## src/rtl/rca_config_unit_pkg.sv

```systemverilog
// rtl/rca_config_unit_pkg.sv - shared constants, opcode enum and request struct for the RCA config unit
package rca_config;

    localparam int NUM_RCAS               = 4;
    localparam int NUM_READ_PORTS         = 5;
    localparam int NUM_WRITE_PORTS        = 5;
    localparam int NUM_IO_UNITS           = 14;
    localparam int GRID_MUX_COUNT         = 72;
    localparam int GRID_MUX_INPUTS        = 8;
    localparam int IO_UNIT_MUX_INPUTS     = 16;
    localparam int UNUSED_WRITE_PORT_ADDR = 14;

    localparam int REG_ADDR_W = 5;
    localparam int RES_SEL_W  = $clog2(NUM_IO_UNITS + 1);
    localparam int GRID_SEL_W = $clog2(GRID_MUX_INPUTS);
    localparam int IO_SEL_W   = $clog2(IO_UNIT_MUX_INPUTS);
    localparam int RCA_IDX_W  = $clog2(NUM_RCAS);

    typedef enum logic [2:0] {
        USE_FB   = 3'd0,
        CPU_REG  = 3'd1,
        GRID_MUX = 3'd2,
        IO_MUX   = 3'd3,
        RES_MUX  = 3'd4,
        IO_USE   = 3'd5,
        USE_NFB  = 3'd6
    } rca_cfg_op_t;

    typedef enum logic [1:0] {
        ST_IDLE,
        ST_WAIT,
        ST_COMMIT
    } rca_cfg_state_t;

    // Only the operand bits any config op can look at are kept.
    typedef struct packed {
        rca_cfg_op_t op;
        logic [6:0]  funct7;
        logic [6:0]  rs1;
        logic [4:0]  rs2;
    } rca_cfg_req_t;

endpackage

```

## src/rtl/rca_config_unit_if.sv

```systemverilog
// rtl/rca_config_unit_if.sv - issue handshake and completion report between decoder and config unit
interface rca_config_unit_if #(
    parameter int ID_W = 3
);
    logic            issue_valid;
    logic            issue_ready;
    logic [2:0]      issue_funct3;
    logic [6:0]      issue_funct7;
    logic [31:0]     issue_rs1;
    logic [31:0]     issue_rs2;
    logic [ID_W-1:0] issue_id;
    logic            cfg_done;
    logic [ID_W-1:0] cfg_done_id;
    logic            cfg_err;

    modport master (
        output issue_valid, issue_funct3, issue_funct7, issue_rs1, issue_rs2, issue_id,
        input  issue_ready, cfg_done, cfg_done_id, cfg_err
    );

    modport slave (
        input  issue_valid, issue_funct3, issue_funct7, issue_rs1, issue_rs2, issue_id,
        output issue_ready, cfg_done, cfg_done_id, cfg_err
    );
endinterface

```

## src/rtl/rca_config_unit_legality_check.sv

```systemverilog
// rtl/rca_config_unit_legality_check.sv - combinational legality check of a captured config request
module rca_cfg_legality_check
    import rca_config::*;
(
    input  rca_cfg_req_t req,
    output logic         illegal
);

    always_comb begin
        illegal = 1'b0;
        if (req.funct7 >= 7'(NUM_RCAS)) begin
            illegal = 1'b1;
        end
        case (req.op)
            CPU_REG: begin
                if (req.rs1[3] ? (req.rs1[2:0] >= 3'(NUM_WRITE_PORTS))
                               : (req.rs1[2:0] >= 3'(NUM_READ_PORTS))) begin
                    illegal = 1'b1;
                end
            end
            GRID_MUX: if (req.rs1[6:0] >= 7'(GRID_MUX_COUNT)) illegal = 1'b1;
            IO_MUX:   if (req.rs1[3:0] >= 4'(NUM_IO_UNITS))   illegal = 1'b1;
            RES_MUX: begin
                if ((req.rs1[2:0] >= 3'(NUM_WRITE_PORTS)) ||
                    (req.rs2[3:0] > 4'(UNUSED_WRITE_PORT_ADDR))) begin
                    illegal = 1'b1;
                end
            end
            IO_USE:  ;
            default: illegal = 1'b1;
        endcase
    end

endmodule

```

## src/rtl/rca_config_unit.sv

```systemverilog
// rtl/rca_config_unit.sv - commits RCA config instructions once the target RCA is idle; optional RCA_CFG_STALL_COUNT_EN adds a stall counter
module rca_config_unit
    import rca_config::*;
#(
    parameter int ID_W = 3
) (
    input  logic                                              clk,
    input  logic                                              rst,
    rca_config_unit_if.slave                                  bus,
    input  logic [NUM_RCAS-1:0]                               rca_busy,
    output logic [NUM_RCAS-1:0]                               cfg_lock,
    output logic [NUM_RCAS*NUM_READ_PORTS*REG_ADDR_W-1:0]     src_addr,
    output logic [NUM_RCAS*NUM_WRITE_PORTS*REG_ADDR_W-1:0]    dst_addr_fb,
    output logic [NUM_RCAS*NUM_WRITE_PORTS*REG_ADDR_W-1:0]    dst_addr_nfb,
    output logic [NUM_RCAS*NUM_WRITE_PORTS*RES_SEL_W-1:0]     res_sel_fb,
    output logic [NUM_RCAS*NUM_WRITE_PORTS*RES_SEL_W-1:0]     res_sel_nfb,
    output logic [NUM_RCAS*NUM_READ_PORTS-1:0]                io_use,
    output logic                                              grid_wr,
    output logic [RCA_IDX_W-1:0]                              grid_wr_rca,
    output logic [6:0]                                        grid_wr_idx,
    output logic [GRID_SEL_W-1:0]                             grid_wr_sel,
    output logic                                              iomux_wr,
    output logic [RCA_IDX_W-1:0]                              iomux_wr_rca,
    output logic [3:0]                                        iomux_wr_idx,
    output logic [IO_SEL_W-1:0]                               iomux_wr_sel
`ifdef RCA_CFG_STALL_COUNT_EN
    ,
    output logic [31:0]                                       cfg_stall_cycles
`endif
);

    rca_cfg_state_t        state, state_next;
    rca_cfg_req_t          req_q;
    logic [ID_W-1:0]       id_q;
    logic                  illegal;
    logic                  accept;
    logic                  commit_go;
    logic [RCA_IDX_W-1:0]  tgt_q;
    logic [RCA_IDX_W-1:0]  lock_tgt;

    logic [REG_ADDR_W-1:0]     src_q     [NUM_RCAS][NUM_READ_PORTS];
    logic [REG_ADDR_W-1:0]     dst_fb_q  [NUM_RCAS][NUM_WRITE_PORTS];
    logic [REG_ADDR_W-1:0]     dst_nfb_q [NUM_RCAS][NUM_WRITE_PORTS];
    logic [RES_SEL_W-1:0]      res_fb_q  [NUM_RCAS][NUM_WRITE_PORTS];
    logic [RES_SEL_W-1:0]      res_nfb_q [NUM_RCAS][NUM_WRITE_PORTS];
    logic [NUM_READ_PORTS-1:0] io_use_q  [NUM_RCAS];

    assign tgt_q    = req_q.funct7[RCA_IDX_W-1:0];
    assign lock_tgt = accept ? bus.issue_funct7[RCA_IDX_W-1:0] : tgt_q;

    rca_cfg_legality_check u_legality (
        .req     (req_q),
        .illegal (illegal)
    );

    always_ff @(posedge clk) begin
        if (rst) state <= ST_IDLE;
        else     state <= state_next;
    end

    // Illegal requests skip the busy wait; they only need to report the error.
    always_comb begin
        state_next = state;
        accept     = 1'b0;
        commit_go  = 1'b0;
        case (state)
            ST_IDLE: begin
                if (bus.issue_valid) begin
                    accept     = 1'b1;
                    state_next = ST_WAIT;
                end
            end
            ST_WAIT: begin
                if (illegal || !rca_busy[tgt_q]) begin
                    commit_go  = 1'b1;
                    state_next = ST_COMMIT;
                end
            end
            ST_COMMIT: state_next = ST_IDLE;
            default:   state_next = ST_IDLE;
        endcase
    end

    always_ff @(posedge clk) begin
        if (rst) begin
            req_q           <= '0;
            id_q            <= '0;
            bus.issue_ready <= 1'b1;
            bus.cfg_done    <= 1'b0;
            bus.cfg_done_id <= '0;
            bus.cfg_err     <= 1'b0;
            cfg_lock        <= '0;
            grid_wr         <= 1'b0;
            grid_wr_rca     <= '0;
            grid_wr_idx     <= '0;
            grid_wr_sel     <= '0;
            iomux_wr        <= 1'b0;
            iomux_wr_rca    <= '0;
            iomux_wr_idx    <= '0;
            iomux_wr_sel    <= '0;
            for (int r = 0; r < NUM_RCAS; r++) begin
                io_use_q[r] <= '0;
                for (int p = 0; p < NUM_READ_PORTS; p++) src_q[r][p] <= '0;
                for (int p = 0; p < NUM_WRITE_PORTS; p++) begin
                    dst_fb_q[r][p]  <= '0;
                    dst_nfb_q[r][p] <= '0;
                    res_fb_q[r][p]  <= RES_SEL_W'(UNUSED_WRITE_PORT_ADDR);
                    res_nfb_q[r][p] <= RES_SEL_W'(UNUSED_WRITE_PORT_ADDR);
                end
            end
        end else begin
            bus.issue_ready <= (state_next == ST_IDLE);
            cfg_lock        <= (state_next == ST_WAIT) ? (NUM_RCAS'(1) << lock_tgt) : '0;
            bus.cfg_done    <= 1'b0;
            bus.cfg_err     <= 1'b0;
            grid_wr         <= 1'b0;
            iomux_wr        <= 1'b0;
            if (accept) begin
                req_q.op     <= rca_cfg_op_t'(bus.issue_funct3);
                req_q.funct7 <= bus.issue_funct7;
                req_q.rs1    <= bus.issue_rs1[6:0];
                req_q.rs2    <= bus.issue_rs2[4:0];
                id_q         <= bus.issue_id;
            end
            // Writes land on entry to COMMIT so they are visible alongside cfg_done.
            if (commit_go) begin
                bus.cfg_done    <= 1'b1;
                bus.cfg_done_id <= id_q;
                bus.cfg_err     <= illegal;
                if (!illegal) begin
                    case (req_q.op)
                        CPU_REG: begin
                            if (!req_q.rs1[3])     src_q[tgt_q][req_q.rs1[2:0]]     <= req_q.rs2[4:0];
                            else if (req_q.rs1[4]) dst_fb_q[tgt_q][req_q.rs1[2:0]]  <= req_q.rs2[4:0];
                            else                   dst_nfb_q[tgt_q][req_q.rs1[2:0]] <= req_q.rs2[4:0];
                        end
                        GRID_MUX: begin
                            grid_wr     <= 1'b1;
                            grid_wr_rca <= tgt_q;
                            grid_wr_idx <= req_q.rs1[6:0];
                            grid_wr_sel <= req_q.rs2[GRID_SEL_W-1:0];
                        end
                        IO_MUX: begin
                            iomux_wr     <= 1'b1;
                            iomux_wr_rca <= tgt_q;
                            iomux_wr_idx <= req_q.rs1[3:0];
                            iomux_wr_sel <= req_q.rs2[IO_SEL_W-1:0];
                        end
                        RES_MUX: begin
                            if (req_q.rs1[3]) res_fb_q[tgt_q][req_q.rs1[2:0]]  <= req_q.rs2[RES_SEL_W-1:0];
                            else              res_nfb_q[tgt_q][req_q.rs1[2:0]] <= req_q.rs2[RES_SEL_W-1:0];
                        end
                        IO_USE:  io_use_q[tgt_q] <= req_q.rs1[NUM_READ_PORTS-1:0];
                        default: ;
                    endcase
                end
            end
        end
    end

    for (genvar r = 0; r < NUM_RCAS; r++) begin : g_rca
        assign io_use[r*NUM_READ_PORTS +: NUM_READ_PORTS] = io_use_q[r];
        for (genvar p = 0; p < NUM_READ_PORTS; p++) begin : g_rd
            assign src_addr[(r*NUM_READ_PORTS+p)*REG_ADDR_W +: REG_ADDR_W] = src_q[r][p];
        end
        for (genvar p = 0; p < NUM_WRITE_PORTS; p++) begin : g_wr
            assign dst_addr_fb[(r*NUM_WRITE_PORTS+p)*REG_ADDR_W +: REG_ADDR_W]  = dst_fb_q[r][p];
            assign dst_addr_nfb[(r*NUM_WRITE_PORTS+p)*REG_ADDR_W +: REG_ADDR_W] = dst_nfb_q[r][p];
            assign res_sel_fb[(r*NUM_WRITE_PORTS+p)*RES_SEL_W +: RES_SEL_W]     = res_fb_q[r][p];
            assign res_sel_nfb[(r*NUM_WRITE_PORTS+p)*RES_SEL_W +: RES_SEL_W]    = res_nfb_q[r][p];
        end
    end

`ifdef RCA_CFG_STALL_COUNT_EN
    always_ff @(posedge clk) begin
        if (rst) begin
            cfg_stall_cycles <= '0;
        end else if ((state == ST_WAIT) && rca_busy[tgt_q] && (cfg_stall_cycles != '1)) begin
            cfg_stall_cycles <= cfg_stall_cycles + 32'd1;
        end
    end
`endif

endmodule

```

## src/flat_wrapper.sv

```systemverilog
// flat-port wrapper written by rule: the top's interface ports become plain ports
module rca_config_unit_flat import rca_config::*;
#(
    parameter int ID_W = 3
)
  (clk, rst, rca_busy, cfg_lock, src_addr, dst_addr_fb, dst_addr_nfb, res_sel_fb, res_sel_nfb, io_use, grid_wr, grid_wr_rca, grid_wr_idx, grid_wr_sel, iomux_wr, iomux_wr_rca, iomux_wr_idx, iomux_wr_sel, bus_issue_valid, bus_issue_funct3, bus_issue_funct7, bus_issue_rs1, bus_issue_rs2, bus_issue_id, bus_issue_ready, bus_cfg_done, bus_cfg_done_id, bus_cfg_err);
  rca_config_unit_if #(.ID_W(ID_W)) bus_i ();
  input  logic clk;
  input  logic rst;
  input  logic [NUM_RCAS-1:0] rca_busy;
  output logic [NUM_RCAS-1:0] cfg_lock;
  output logic [NUM_RCAS*NUM_READ_PORTS*REG_ADDR_W-1:0] src_addr;
  output logic [NUM_RCAS*NUM_WRITE_PORTS*REG_ADDR_W-1:0] dst_addr_fb;
  output logic [NUM_RCAS*NUM_WRITE_PORTS*REG_ADDR_W-1:0] dst_addr_nfb;
  output logic [NUM_RCAS*NUM_WRITE_PORTS*RES_SEL_W-1:0] res_sel_fb;
  output logic [NUM_RCAS*NUM_WRITE_PORTS*RES_SEL_W-1:0] res_sel_nfb;
  output logic [NUM_RCAS*NUM_READ_PORTS-1:0] io_use;
  output logic grid_wr;
  output logic [RCA_IDX_W-1:0] grid_wr_rca;
  output logic [6:0] grid_wr_idx;
  output logic [GRID_SEL_W-1:0] grid_wr_sel;
  output logic iomux_wr;
  output logic [RCA_IDX_W-1:0] iomux_wr_rca;
  output logic [3:0] iomux_wr_idx;
  output logic [IO_SEL_W-1:0] iomux_wr_sel;
  input wire logic [$bits(bus_i.issue_valid)-1:0] bus_issue_valid;
  input wire logic [$bits(bus_i.issue_funct3)-1:0] bus_issue_funct3;
  input wire logic [$bits(bus_i.issue_funct7)-1:0] bus_issue_funct7;
  input wire logic [$bits(bus_i.issue_rs1)-1:0] bus_issue_rs1;
  input wire logic [$bits(bus_i.issue_rs2)-1:0] bus_issue_rs2;
  input wire logic [$bits(bus_i.issue_id)-1:0] bus_issue_id;
  output wire logic [$bits(bus_i.issue_ready)-1:0] bus_issue_ready;
  output wire logic [$bits(bus_i.cfg_done)-1:0] bus_cfg_done;
  output wire logic [$bits(bus_i.cfg_done_id)-1:0] bus_cfg_done_id;
  output wire logic [$bits(bus_i.cfg_err)-1:0] bus_cfg_err;
  assign bus_i.issue_valid = bus_issue_valid;
  assign bus_i.issue_funct3 = bus_issue_funct3;
  assign bus_i.issue_funct7 = bus_issue_funct7;
  assign bus_i.issue_rs1 = bus_issue_rs1;
  assign bus_i.issue_rs2 = bus_issue_rs2;
  assign bus_i.issue_id = bus_issue_id;
  assign bus_issue_ready = bus_i.issue_ready;
  assign bus_cfg_done = bus_i.cfg_done;
  assign bus_cfg_done_id = bus_i.cfg_done_id;
  assign bus_cfg_err = bus_i.cfg_err;
  rca_config_unit #(.ID_W(ID_W)) u_core (.clk(clk), .rst(rst), .bus(bus_i), .rca_busy(rca_busy), .cfg_lock(cfg_lock), .src_addr(src_addr), .dst_addr_fb(dst_addr_fb), .dst_addr_nfb(dst_addr_nfb), .res_sel_fb(res_sel_fb), .res_sel_nfb(res_sel_nfb), .io_use(io_use), .grid_wr(grid_wr), .grid_wr_rca(grid_wr_rca), .grid_wr_idx(grid_wr_idx), .grid_wr_sel(grid_wr_sel), .iomux_wr(iomux_wr), .iomux_wr_rca(iomux_wr_rca), .iomux_wr_idx(iomux_wr_idx), .iomux_wr_sel(iomux_wr_sel));
endmodule
```

## config.mk

```make
export PLATFORM = sky130hd
export DESIGN_NAME = rca_config_unit_flat
export DESIGN_NICKNAME = d
export VERILOG_FILES = /design/src/rtl/rca_config_unit_pkg.sv /design/src/rtl/rca_config_unit_if.sv /design/src/rtl/rca_config_unit_legality_check.sv /design/src/rtl/rca_config_unit.sv /design/src/flat_wrapper.sv
export SDC_FILE = /design/constraint.sdc
export NUM_CORES = 1
export LEC_CHECK = 0
export BUFFER_PORTS_ARGS = -buffer_cell sky130_fd_sc_hd__buf_2
export CAP_MARGIN = 20
export CORE_MARGIN = 5
export CORE_UTILIZATION = 34
export CTS_BUF_LIST = sky130_fd_sc_hd__clkbuf_8
export DETAILED_ROUTE_END_ITERATION = 8
export SLEW_MARGIN = 20
export SYNTH_ARGS = -nofsm -noshare
export SYNTH_HDL_FRONTEND = slang
export SYNTH_HIERARCHICAL = 1
export SYNTH_SLANG_ARGS = --single-unit
export TNS_END_PERCENT = 20
```

## constraint.sdc

```tcl
create_clock -name clk -period 3.7 [get_ports clk]
set_clock_uncertainty 0.1 [all_clocks]
set_input_delay 0.74 -clock clk [delete_from_list [all_inputs] [get_ports clk]]
set_output_delay 0.74 -clock clk [all_outputs]
set_load 0.02 [all_outputs]
```

After elaboration in Yosys (flattened, before gate mapping)
Memories as Yosys holds them, arrays and structs flattened.
Index checks and enable logic that the tools add are counted.
{"block": "classes", "eq_ne": 7, "reduce_logical": 17, "bitwise_logic": 4, "shifts": 1, "order_cmp": 8, "mux": 79}
{"op": "25-bit 2-to-1 mux", "n": 9}
{"op": "20-bit 2-to-1 mux", "n": 6}
{"op": "25-bit OR reduction", "n": 3}
{"op": "1-bit 2-to-1 mux", "n": 47}
{"op": "20-bit OR reduction", "n": 2}
{"op": "2-bit 2-to-1 mux", "n": 9}
{"op": "5-bit demux with 3-bit select", "n": 1}
{"op": "4-bit demux with 3-bit select", "n": 1}
{"op": "5-bit 2-to-1 mux", "n": 2}
{"op": "4-bit >= comparator (second input constant)", "n": 2}
{"op": "7-bit by 3-bit >= comparator with 1-bit output (second input constant)", "n": 1}
{"op": "7-bit >= comparator (second input constant)", "n": 1}
{"op": "3-bit by 2-bit == test with 1-bit output (second input constant)", "n": 2}
{"op": "3-bit == test (second input constant)", "n": 2}
{"op": "3-bit AND reduction", "n": 2}
{"op": "1-bit one-hot mux with 5 select lines", "n": 1}
{"op": "5-bit OR reduction", "n": 1}
{"op": "2-bit by 1-bit == test with 1-bit output (second input constant)", "n": 2}
{"op": "4-bit greater-than comparator (second input constant)", "n": 1}
{"op": "2-bit logical NOT", "n": 2}
{"op": "4-bit by 1-bit less-than comparator with 1-bit output (second input constant)", "n": 1}
{"op": "4-bit 2-to-1 mux", "n": 1}
{"op": "3-bit inverter with 4-bit output", "n": 1}
{"op": "2-bit one-hot mux with 2 select lines", "n": 1}
{"op": "11 further kinds", "n": 15}
{"block": "word_totals", "ff_bits": 61, "mem_count": 6, "mem_bits_rw": 480}
{"name": "u_core.dst_fb_q", "words": 4, "word_bits": 25, "rd": 4, "rd_ports_with_merged_regs": 0, "wr": 4, "line": "rca_config_unit.sv:42", "rtl": "logic [REG_ADDR_W-1:0] dst_fb_q [NUM_RCAS][NUM_WRITE_PORTS];"}
{"name": "u_core.dst_nfb_q", "words": 4, "word_bits": 25, "rd": 4, "rd_ports_with_merged_regs": 0, "wr": 4, "line": "rca_config_unit.sv:43", "rtl": "logic [REG_ADDR_W-1:0] dst_nfb_q [NUM_RCAS][NUM_WRITE_PORTS];"}
{"name": "u_core.src_q", "words": 4, "word_bits": 25, "rd": 4, "rd_ports_with_merged_regs": 0, "wr": 4, "line": "rca_config_unit.sv:41", "rtl": "logic [REG_ADDR_W-1:0] src_q [NUM_RCAS][NUM_READ_PORTS];"}
{"name": "u_core.res_fb_q", "words": 4, "word_bits": 20, "rd": 4, "rd_ports_with_merged_regs": 0, "wr": 4, "line": "rca_config_unit.sv:44", "rtl": "logic [RES_SEL_W-1:0] res_fb_q [NUM_RCAS][NUM_WRITE_PORTS];"}
{"name": "u_core.res_nfb_q", "words": 4, "word_bits": 20, "rd": 4, "rd_ports_with_merged_regs": 0, "wr": 4, "line": "rca_config_unit.sv:45", "rtl": "logic [RES_SEL_W-1:0] res_nfb_q [NUM_RCAS][NUM_WRITE_PORTS];"}
{"name": "u_core.io_use_q", "words": 4, "word_bits": 5, "rd": 4, "rd_ports_with_merged_regs": 0, "wr": 4, "line": "rca_config_unit.sv:46", "rtl": "logic [NUM_READ_PORTS-1:0] io_use_q [NUM_RCAS];"}

Depth between registers and ports, before layout
Gate-level depths: netlist (run 1).
{"block": "logic_depth", "ltp_word": 12, "depth_mapped": 10}

Cells and area by module
Netlist (run 1), hierarchy kept.
{"mod": "rca_config_unit", "instances": 1, "seq_area_each_um2": 15635.0, "cells_each": 1636, "area_per_inst_um2": 21390.5}
{"mod": "rca_cfg_legality_check", "instances": 1, "seq_area_each_um2": 0.0, "cells_each": 18, "area_per_inst_um2": 95.1}

Worst setup path after synthesis (run 1)
OpenSTA, ideal clock, no wires.
{"block": "synth_timing", "path_type": "register to register", "from": "register u_core/req_q[8] (netlist name)", "to": "memory u_core.io_use_q[2][0] (enable)", "period_less_slack_ns": 2.987, "setup_time_ns": 0.349, "setup_slack_ns": 0.713, "required_ns": 3.251, "arrival_time_ns": 2.538, "path_stages_with_launch": 9, "cell_sequence": "dfxtp_1 > or3_1 > a21oi_1 > o21ai_1 > or3b_1 > clkbuf_1 > buf_2 > or3_1 > o21bai_1"}
{"item": "start, declared", "line": "rca_config_unit.sv:33", "rtl": "rca_cfg_req_t req_q;"}
{"item": "end, declared", "line": "rca_config_unit.sv:46"}

==> results of run 1 <==
## cells by family after synthesis
logic type             count (synthesis)
and+or+nand+nor                      814
buffers and inverters                127
AOI/OAI and AO/OA                    144
DFF                                  541
muxes                                 28
## stage by stage
step                      cell area [um^2]  hold slack [ns]  setup slack (ns)  instances
final                                26800            0.210             0.351       3150
after global routing                 26800            0.162             0.131       3150
after CTS                            26800            0.136             0.283       3149
after detailed placement             25100            0.349             0.356       2988
after global placement               25100            0.345             0.292       2988
after floorplan                      21500            0.336             0.713       1654
## critical path, cell delays in order (launching register included)
cell,delay (ns)
dfxtp_1,0.43
inv_1,0.11
and4_1,0.20
a21oi_1,0.13
o21ai_1,0.15
or4b_1,0.75
buf_4,0.29
or4_1,0.80
nor2_1,0.20
## cell usage in the layout, fill, tap and decap left out, drive strengths merged, types with 6 or more instances in the layout
master  instances
nor2          385
nand3          29
nor2b          10
mux2i          25
a21o           81
or3             9
a31o           16
nand2         218
inv            28
dfxtp          61
clkinv         32
edfxtp        480
and3b           6
and2           11
clkbuf         97
buf           613
nor3b           8
a21oi          28
nor4           16
nand2b         50
and3            9
nor3           22
or4            15
or3b           11
## flip-flops by register name, summed over array words and instances (netlist names), 2 cells and up
register	cells
u_core/res_nfb_q	80
u_core/iomux_wr_rca	2
u_core/res_fb_q	80
u_core/id_q	3
u_core/io_use_q	20
u_core/src_q	100
u_core/grid_wr_idx	7
u_core/req_q	22
u_core/iomux_wr_idx	4
u_core/grid_wr_sel	3
u_core/dst_nfb_q	100
u_core/state	2
u_core/grid_wr_rca	2
u_core/cfg_lock	4
u_core/dst_fb_q	100
u_core/bus.cfg_done_id	3
u_core/iomux_wr_sel	4
## worst paths after layout
path	from	end	slack [ns]	cells after the start
min reg2reg	u_core/id_q[2]$_SDFFE_PP0P_	u_core/id_q[2]$_SDFFE_PP0P_	0.35	2
min	bus_issue_funct7[3]	u_core/req_q[15]$_SDFFE_PP0P_	0.21	3
max reg2reg	u_core/req_q[21]$_SDFFE_PP0P_	u_core/res_fb_q[1][12]$_SDFFCE_PN0P_	0.35	8
max	u_core/req_q[21]$_SDFFE_PP0P_	u_core/res_fb_q[1][12]$_SDFFCE_PN0P_	0.35	8
## power breakdown
group / switching [mW] / leakage (nW) / internal [mW]
clock: 2.42 / 0.938 / 2.56
combinational: 0.714 / 4.07 / 0.240
sequential: 0.0768 / 5.03 / 6.78
total: 3.21 / 10.0 / 9.59
## layer usage
layer | share of wire, % | wire length (um) | vias up | GRT usage, %
met4 | 2.3 | 1770 | 0 | 6.23
met2 | 50 | 38800 | 828 | 37.1
met1 | 40 | 30800 | 7785 | 28.0
li1 | - | - | 6974 | -
met5 | 0 | 0 | - | 0
met3 | 8.3 | 6440 | 114 | 4.96
## layout make-up
| class | count | share of cell area [%] |
|---|---|---|
| antenna | 1 | 0.00933 |
| timing repair buffer | 613 | 12.2 |
| inverter | 2 | 0.0280 |
| tap | 846 | 3.95 |
| clock buffer | 97 | 4.98 |
| clock inverter | 64 | 1.28 |
| multi-input combinational | 986 | 19.2 |
| sequential | 541 | 58.3 |
## synthesized netlist by cell type (5+ instances only)
library cell,instances,share of area [%]
edfxtp_1,480,67
buf_2,35,0.82
a21o_1,81,2.8
and3_1,9,0.26
or3b_2,8,0.33
and3b_1,6,0.24
buf_6,25,1.3
nand2b_1,50,1.5
or4_1,12,0.42
nor4_1,5,0.15
nand3_1,29,0.68
and2_1,11,0.32
nor4_2,6,0.35
mux2i_1,25,1.2
nor4_4,5,0.49
a21oi_1,28,0.65
dfxtp_1,61,5.7
nor3b_1,8,0.28
a31o_2,16,0.65
nor2_1,385,6.7
nor3_1,15,0.35
buf_1,5,0.087
nor3_2,5,0.23
or3_1,9,0.26
nand2_1,218,3.8
clkbuf_1,58,1.0
nor2b_1,10,0.29
==> results.md, run 1 <==
* Pleak at 10.0 nW
* Min-Delay Path Class: in2reg
* Final setup viols at 0
* Reg area at 15600 um^2
* Mapped Cells at 1654
* Setup crit start kind: register
* Synth Area in Simple Gates at 17.7%
* Synthesized area at 21500 um^2
* Post-synthesis compound-gate area fraction at 4.82%
* Final hold violations at 0
* Initial antenna violation count at 2
* Main combinational cell family by area after synthesis: simple AND/OR/NAND/NOR gates
* Fillcell total at 5937
* Initial core utilization at 34.2%
* DR pass1 iterations at 7
* Distinct cells, synth at 53
* Clk_lat worst skew at 0.68 ns
* Top_reg_cell synth: edfxtp_1
* Die Ht at 261 um
* Worst ir drop on vdd at 254 uV
* CTS tree: done
* Sequential fraction of the synthesis area at 72.8%
* DRT antenna net count at 0
* Maximum buffer depth of the clock tree at 3
* P&R area growth vs syn at 24.8%
* Avg Synthesized Cell Area at 13.0 um^2
* Post-Synth XOR/XNOR Area at 0%
* Initial DRC count at 1630
* Rows at 92
* Cts repair resizes at 0
* Outcome: complete, no violations
* Critical Path RT at 4.10 ns
* IO buf count at 545
* Crit path time final at 3.35 ns
* Setup CP Type: reg2reg
* H-tree depth at 3
* FF+latch count, synth at 541
* CTS clk-pin slew, worst paths at 0.08 ns
* Total CTS buffers at 91
* Post-CTS Hold Buffers at 0
* Setup repair bufs after CTS at 0
* Die Wd at 261 um
* Pwr dens at 477 nW/um^2
* Setup crit end kind: register
* EDFF count, synth at 480
* Fin crit share at 90.5%
* Root buffer cell: clkbuf_8
* Max frequency at 0.299 GHz
* Util after Layout at 42.7%
* Mux contribution to synthesized area at 1.37%
* Wire per inst at 24.7 um
* Total Power at 12.8 mW
* Max_slew headroom at 32.2%
* DRC at 0
* Routed WL at 77.8 mm
* Io pins at 598
* Slew @ Worst Pin at 1.01 ns
* Critical Path AT at 3.75 ns
* Via/cell ratio at 4.98
* HPWL after DPL at 56.8 mm
* GP Congestion at 0.830
* Adder-cell share of the synthesized area at 0%
* Multi-input gate area at 5160 um^2
* Post-synth ARST share at 0%
* Max_cap viols at 0
* GRT overflow at 0
* NumNets Final at 2319
* Via count at 15700
* DIE AREA at 68300 um^2
* Number of clock sinks at 541
* Largest net degree at the start of global routing at 190
* GRT Util Overall at 21.7%
* Total negative setup slack at 0 ns
* YS warnings at 6
* Slew Viols, Final at 0
* Fraction of layout cells with a size suffix above 1 at 34.3%
* Max FO, Critical Path at 10
* Number of global-route vias before repair at 15800
* Mapped Nets at 1738
* RSZ-0062 raised after global routing: false
* CORE AREA at 62900 um^2
* First-pass GRT wire length at 109 mm
Note: power is estimated with default switching activity, not from simulation.
==> run 2: changes to the inputs <==
CORE_MARGIN = default   (was 5)
REMOVE_ABC_BUFFERS = 1   (was default)
==> results.md, run 2 (synthesized netlist as in run 1, its figures left out) <==
* Die Wd at 253 um (-3.1%)
* Setup crit start kind: register
* Setup repair bufs after CTS at 0 (unchanged)
* Slew Viols, Final at 0 (unchanged)
* Pleak at 9.99 nW (-0.54%)
* Most frequent cells in the layout: buf_2, edfxtp_1, nor2_1
* Largest net degree at the start of global routing at 80 (-58%)
* Critical Path AT at 3.75 ns (about the same)
* NumNets Final at 2312 (-0.30%)
* Initial core utilization at 34.6% (+0.44 points)
* Outcome: complete, no violations
* GP Congestion at 0.837 (+0.92%)
* Max_cap viols at 0 (unchanged)
* Post-CTS Hold Buffers at 0 (unchanged)
* RSZ-0062 raised after global routing: false
* Crit path time final at 3.33 ns (-0.0145 ns)
* DR pass1 iterations at 6 (-1)
* Min-Delay Path Class: in2reg
* Total Power at 12.7 mW (-0.68%)
* P&R area growth vs syn at 24.2%
* Worst R2R End: u_core/src_q[1][5]$_SDFFCE_PN0P_
* IO buf count at 545 (unchanged)
* R2R setup slack at 0.37 ns (about the same)
* Total CTS buffers at 92 (+1.1%)
* Clk_lat worst skew at 0.68 ns (about the same)
* Slew @ Worst Pin at 0.948 ns (-0.0662 ns)
* Dpl cell area at 25000 um^2 (-0.34%)
* H-tree depth at 3 (unchanged)
* Number of global-route vias before repair at 15300 (-2.9%)
* Pwr dens at 476 nW/um^2 (-0.21%)
* CORE AREA at 62100 um^2 (-1.3%)
* Cts repair resizes at 0 (unchanged)
* Final hold violations at 0 (unchanged)
* Number of clock sinks at 541 (unchanged)
* Fraction of layout cells with a size suffix above 1 at 33.8% (-0.55 points)
* Routed WL at 74.4 mm (-4.3%)
* First-pass GRT wire length at 104 mm (-4.4%)
* GRT Util Overall at 22.4% (+0.70 points)
* DIE AREA at 64200 um^2 (-6.0%)
* Setup CP Type: reg2reg
* Rows at 91 (-1.1%)
* Initial DRC count at 1421 (-13%)
* Initial antenna violation count at 5 (+3)
* Util after Layout at 43.0% (+0.34 points)
* Worst ir drop on vdd at 306 uV (+21%)
* Via count at 15700 (+0.064%)
* Max frequency at 0.300 GHz (+0.43%)
* Final setup viols at 0 (unchanged)
* CTS tree: done
* Max_slew headroom at 36.6% (+4.4 points)
* Max FO, Critical Path at 20 (+10)
* Total negative setup slack at 0 ns (unchanged)
* Wire per inst at 23.8 um (-3.8%)
* GRT overflow at 0 (unchanged)
* Design Area, Final at 26700 um^2 (-0.48%)
* RR Startpoint: u_core/req_q[8]$_SDFFE_PP0P_
* Commonest non-fill, non-tap cell in the layout: buf_2
* CTS clk-pin slew, worst paths at 0.06 ns (-0.02 ns)
* HPWL after DPL at 53.5 mm (-5.9%)
* DRC at 0 (unchanged)
* Largest regs: u_core/dst_fb_q: 100 flops, u_core/dst_nfb_q: 100 flops, u_core/src_q: 100 flops
* DRT antenna net count at 0 (unchanged)
* Die Ht at 253 um (-3.1%)
* Setup crit end kind: register
* R2R cell count at 6 (-2)
* Crit path to: u_core/src_q[1][5]$_SDFFCE_PN0P_
* Fin crit share at 90.1% (-0.39 points)
* Io pins at 598 (unchanged)
* Crit path from: u_core/req_q[8]$_SDFFE_PP0P_
* Via/cell ratio at 5.02 (+0.67%)
* Maximum buffer depth of the clock tree at 3 (unchanged)
* Root buffer cell: clkbuf_8
* Critical Path RT at 4.11 ns (about the same)
## run 2: changes by cell type in the layout (fill, tap and decap cells not counted), sizes merged
cell,delta
inv,+3
clkinv,-3
clkinvlp,-2
clkbuf,-4
bufinv,+1
buf,-8
diode,+3
## run 2: worst max-delay path, cell delays in order (launching register included)
cell	delay, ns
dfxtp_2	0.32
or3_1	0.36
a21oi_1	0.16
o21ai_1	0.19
or3b_2	0.77
or4_1	1.00
nor2_1	0.25
## run 2: worst min path at each step
stage	start	end	slack, ns	cells after the start
finish	bus_issue_funct7[5]	u_core/req_q[17]$_SDFFE_PP0P_	0.19	3
global route	bus_issue_funct7[4]	u_core/req_q[16]$_SDFFE_PP0P_	0.16	3
CTS	bus_issue_funct7[5]	u_core/req_q[17]$_SDFFE_PP0P_	0.12	3
detailed placement	u_core/req_q[16]$_SDFFE_PP0P_	u_core/req_q[16]$_SDFFE_PP0P_	0.35	2
global placement	u_core/id_q[0]$_SDFFE_PP0P_	u_core/id_q[0]$_SDFFE_PP0P_	0.34	2
floorplan	u_core/req_q[17]$_SDFFE_PP0P_	u_core/req_q[17]$_SDFFE_PP0P_	0.33	2
## run 2: where the power goes
part	internal [mW]	switching, mW
logic	0.239	0.714
clock network	2.53	2.38
registers	6.78	0.0615
total	9.56	3.15
## run 2: layout make-up
cell class	instances	area, um^2
Antenna cell	4	10.0
Clock buffer	93	1280
Clock inverter	63	349
Fill cell	5801	35400
Inverter	2	7.51
Multi-Input combinational cell	986	5140
Sequential cell	541	15600
Tap cell	837	1050
Timing Repair Buffer	605	3210
## run 2: layer usage
| layer | vias up | wire length [um] | global-route usage [%] | share of wire [%] |
|---|---|---|---|---|
| met3 | 106 | 6610 | 5.75 | 8.9 |
| li1 | 6960 | - | - | - |
| met2 | 797 | 35900 | 36.6 | 48 |
| met1 | 7846 | 30300 | 29.3 | 41 |
| met5 | - | 17 | 0 | 0.023 |
| met4 | 2 | 1570 | 6.63 | 2.1 |
## run 2: metrics by stage
step                hold WS [ns]  setup slack [ns]  cells
floorplan                  0.330             0.248   1529
global placement           0.343             0.403   2971
detailed placement         0.349             0.360   2971
CTS                        0.116             0.354   3127
global route               0.159             0.124   3129
finish                     0.192             0.366   3131
==> run 3: changes to the inputs <==
CORE_AREA = 2 2 235 237   (was default)
CORE_UTILIZATION = default   (was 34)
DIE_AREA = 0 0 237 239   (was default)
==> results.md, run 3 (synthesized netlist as in run 1, its figures left out) <==
* CTS clk-pin slew, worst paths at 0.06 ns (about the same)
* Slew @ Worst Pin at 1.16 ns (+0.213 ns)
* Critical Path AT at 3.93 ns (+0.18 ns)
* Wire per inst at 23.9 um (+0.45%)
* DR pass1 iterations at 5 (-1)
* Post-CTS Hold Buffers at 0 (unchanged)
* RSZ-0062 raised after global routing: false
* Root buffer cell: clkbuf_8
* Fin crit share at 94.3% (+4.2 points)
* Largest net degree at the start of global routing at 182 (+130%)
* GRT overflow at 0 (unchanged)
* Pre-CTS setup slack at 0.277 ns (-0.0829 ns)
* Initial antenna violation count at 2 (-3)
* Via count at 15700 (-0.18%)
* Number of global-route vias before repair at 15200 (-1.0%)
* HPWL after DPL at 51.3 mm (-4.1%)
* Outcome: complete, no violations
* Largest regs: u_core/dst_fb_q: 100 flops, u_core/dst_nfb_q: 100 flops, u_core/src_q: 100 flops
* Setup crit start kind: register
* Total CTS buffers at 90 (-2.2%)
* Clk_lat worst skew at 0.69 ns (about the same)
* NumNets Final at 2306 (-0.26%)
* Initial DRC count at 1579 (+11%)
* P&R area growth vs syn at 23.4%
* Max_cap viols at 0 (unchanged)
* CP bufs+invs at 2 (+2)
* CP delay by family, top: simple AND/OR/NAND/NOR gates
* Routing usage on met1 at 31.7% (+2.4 points)
* Die Wd at 237 um (-6.5%)
* Cells along the critical path: inv_1 -> and4_1 -> a21oi_1 -> o21ai_1 -> or3b_2 -> buf_4 -> or4_1 -> nor2_1
* Rows at 86 (-5.5%)
* Via/cell ratio at 5.24 (+4.4%)
* Setup crit end kind: register
* DRC at 0 (unchanged)
* Max frequency at 0.286 GHz (-4.5%)
* Max_slew headroom at 22.3% (-14 points)
* First-pass GRT wire length at 101 mm (-2.5%)
* H-tree depth at 3 (unchanged)
* Design Area, Final at 26500 um^2 (-0.67%)
* GRT Util Overall at 24.6% (+2.1 points)
* IO buf count at 545 (unchanged)
* Slew Viols, Final at 0 (unchanged)
* Total negative setup slack at 0 ns (unchanged)
* Critical Path Max Stage Delay at 0.91 ns (-0.09 ns)
* CTS tree: done
* Setup CP Type: reg2reg
* Most frequent cells in the layout: buf_2, edfxtp_1, nor2_1
* DRT antenna net count at 0 (unchanged)
* Max FO, Critical Path at 20 (unchanged)
* Crit path time final at 3.49 ns (+0.156 ns)
* Crit-path slowest cell: or4_1
* Initial core utilization at 39.5% (+4.9 points)
* Commonest non-fill, non-tap cell in the layout: buf_2
* Pleak at 9.98 nW (-0.13%)
* Setup ws final at 0.209 ns (-0.156 ns)
* DIE AREA at 56600 um^2 (-12%)
* Routed WL at 71.4 mm (-4.0%)
* Dpl cell area at 24800 um^2 (-0.84%)
* GRT met2 Usage at 39.6% (+3.0 points)
* Final hold violations at 0 (unchanged)
* Min-Delay Path Class: in2reg
* Pwr dens at 481 nW/um^2 (+0.97%)
* Setup repair bufs after CTS at 0 (unchanged)
* Io pins at 598 (unchanged)
* Critical Path RT at 4.14 ns (+0.03 ns)
* Maximum buffer depth of the clock tree at 3 (unchanged)
* Fraction of layout cells with a size suffix above 1 at 33.6% (-0.22 points)
* Number of clock sinks at 541 (unchanged)
* Worst ir drop on vdd at 276 uV (-9.9%)
* Die Ht at 239 um (-5.7%)
* CORE AREA at 54300 um^2 (-12%)
* Met3 Usage GRT at 6.17% (+0.42 points)
* Top Usage Layer GRT: met2
* Final setup viols at 0 (unchanged)
* GP Congestion at 0.840 (+0.29%)
## run 3: where the power goes
| group | internal, mW | leakage, nW | total [mW] | switching, mW |
|---|---|---|---|---|
| clock | 2.57 | 0.941 | 4.97 | 2.40 |
| sequential | 6.78 | 5.03 | 6.84 | 0.0602 |
| combinational | 0.236 | 4.00 | 0.939 | 0.703 |
| total | 9.59 | 9.98 | 12.7 | 3.16 |
## run 3: final timing paths
kind / start / endpoint / slack [ns] / cells past startpoint
setup / recovery: u_core/req_q[19]$_SDFFE_PP0P_ / u_core/src_q[1][8]$_SDFFCE_PN0P_ / 0.21 / 8
setup reg to reg: u_core/req_q[19]$_SDFFE_PP0P_ / u_core/src_q[1][8]$_SDFFCE_PN0P_ / 0.21 / 8
hold / removal: rst / u_core/req_q[3]$_SDFFE_PP0P_ / 0.16 / 2
hold reg to reg: u_core/id_q[2]$_SDFFE_PP0P_ / u_core/id_q[2]$_SDFFE_PP0P_ / 0.36 / 2
## run 3: final cells by class
class | instances | area, um^2
multi-input combinational | 986 | 5150
fill | 4960 | 27800
antenna | 2 | 5.00
tap | 704 | 881
timing repair buffer | 601 | 3170
sequential | 541 | 15600
inverter | 2 | 7.51
clock inverter | 63 | 367
clock buffer | 94 | 1290
## run 3: per-layer routing
layer	vias to the layer above	part of all wire, %	wire length [um]
met5	-	0.018	13
met4	2	3.5	2480
met3	136	9.7	6910
met2	875	48	34300
met1	7715	39	27700
li1	6954	-	-
## run 3: stage by stage
stage                     utilization, %  hold WS [ns]  power (mW)  instances
after floorplan                        -         0.330        7.47       1529
after global placement              45.7         0.346        7.89       2834
after detailed placement            45.7         0.349        7.90       2834
after CTS                           48.8        0.0807        12.9       2991
after global routing                48.8         0.105        13.2       2992
final                               48.8         0.156        12.7       2993
## run 3: timing repair
item                                    CTS  global route
endpoints found under the setup margin    0             1
resized for setup                         0             1
endpoints found under the hold margin     0             0
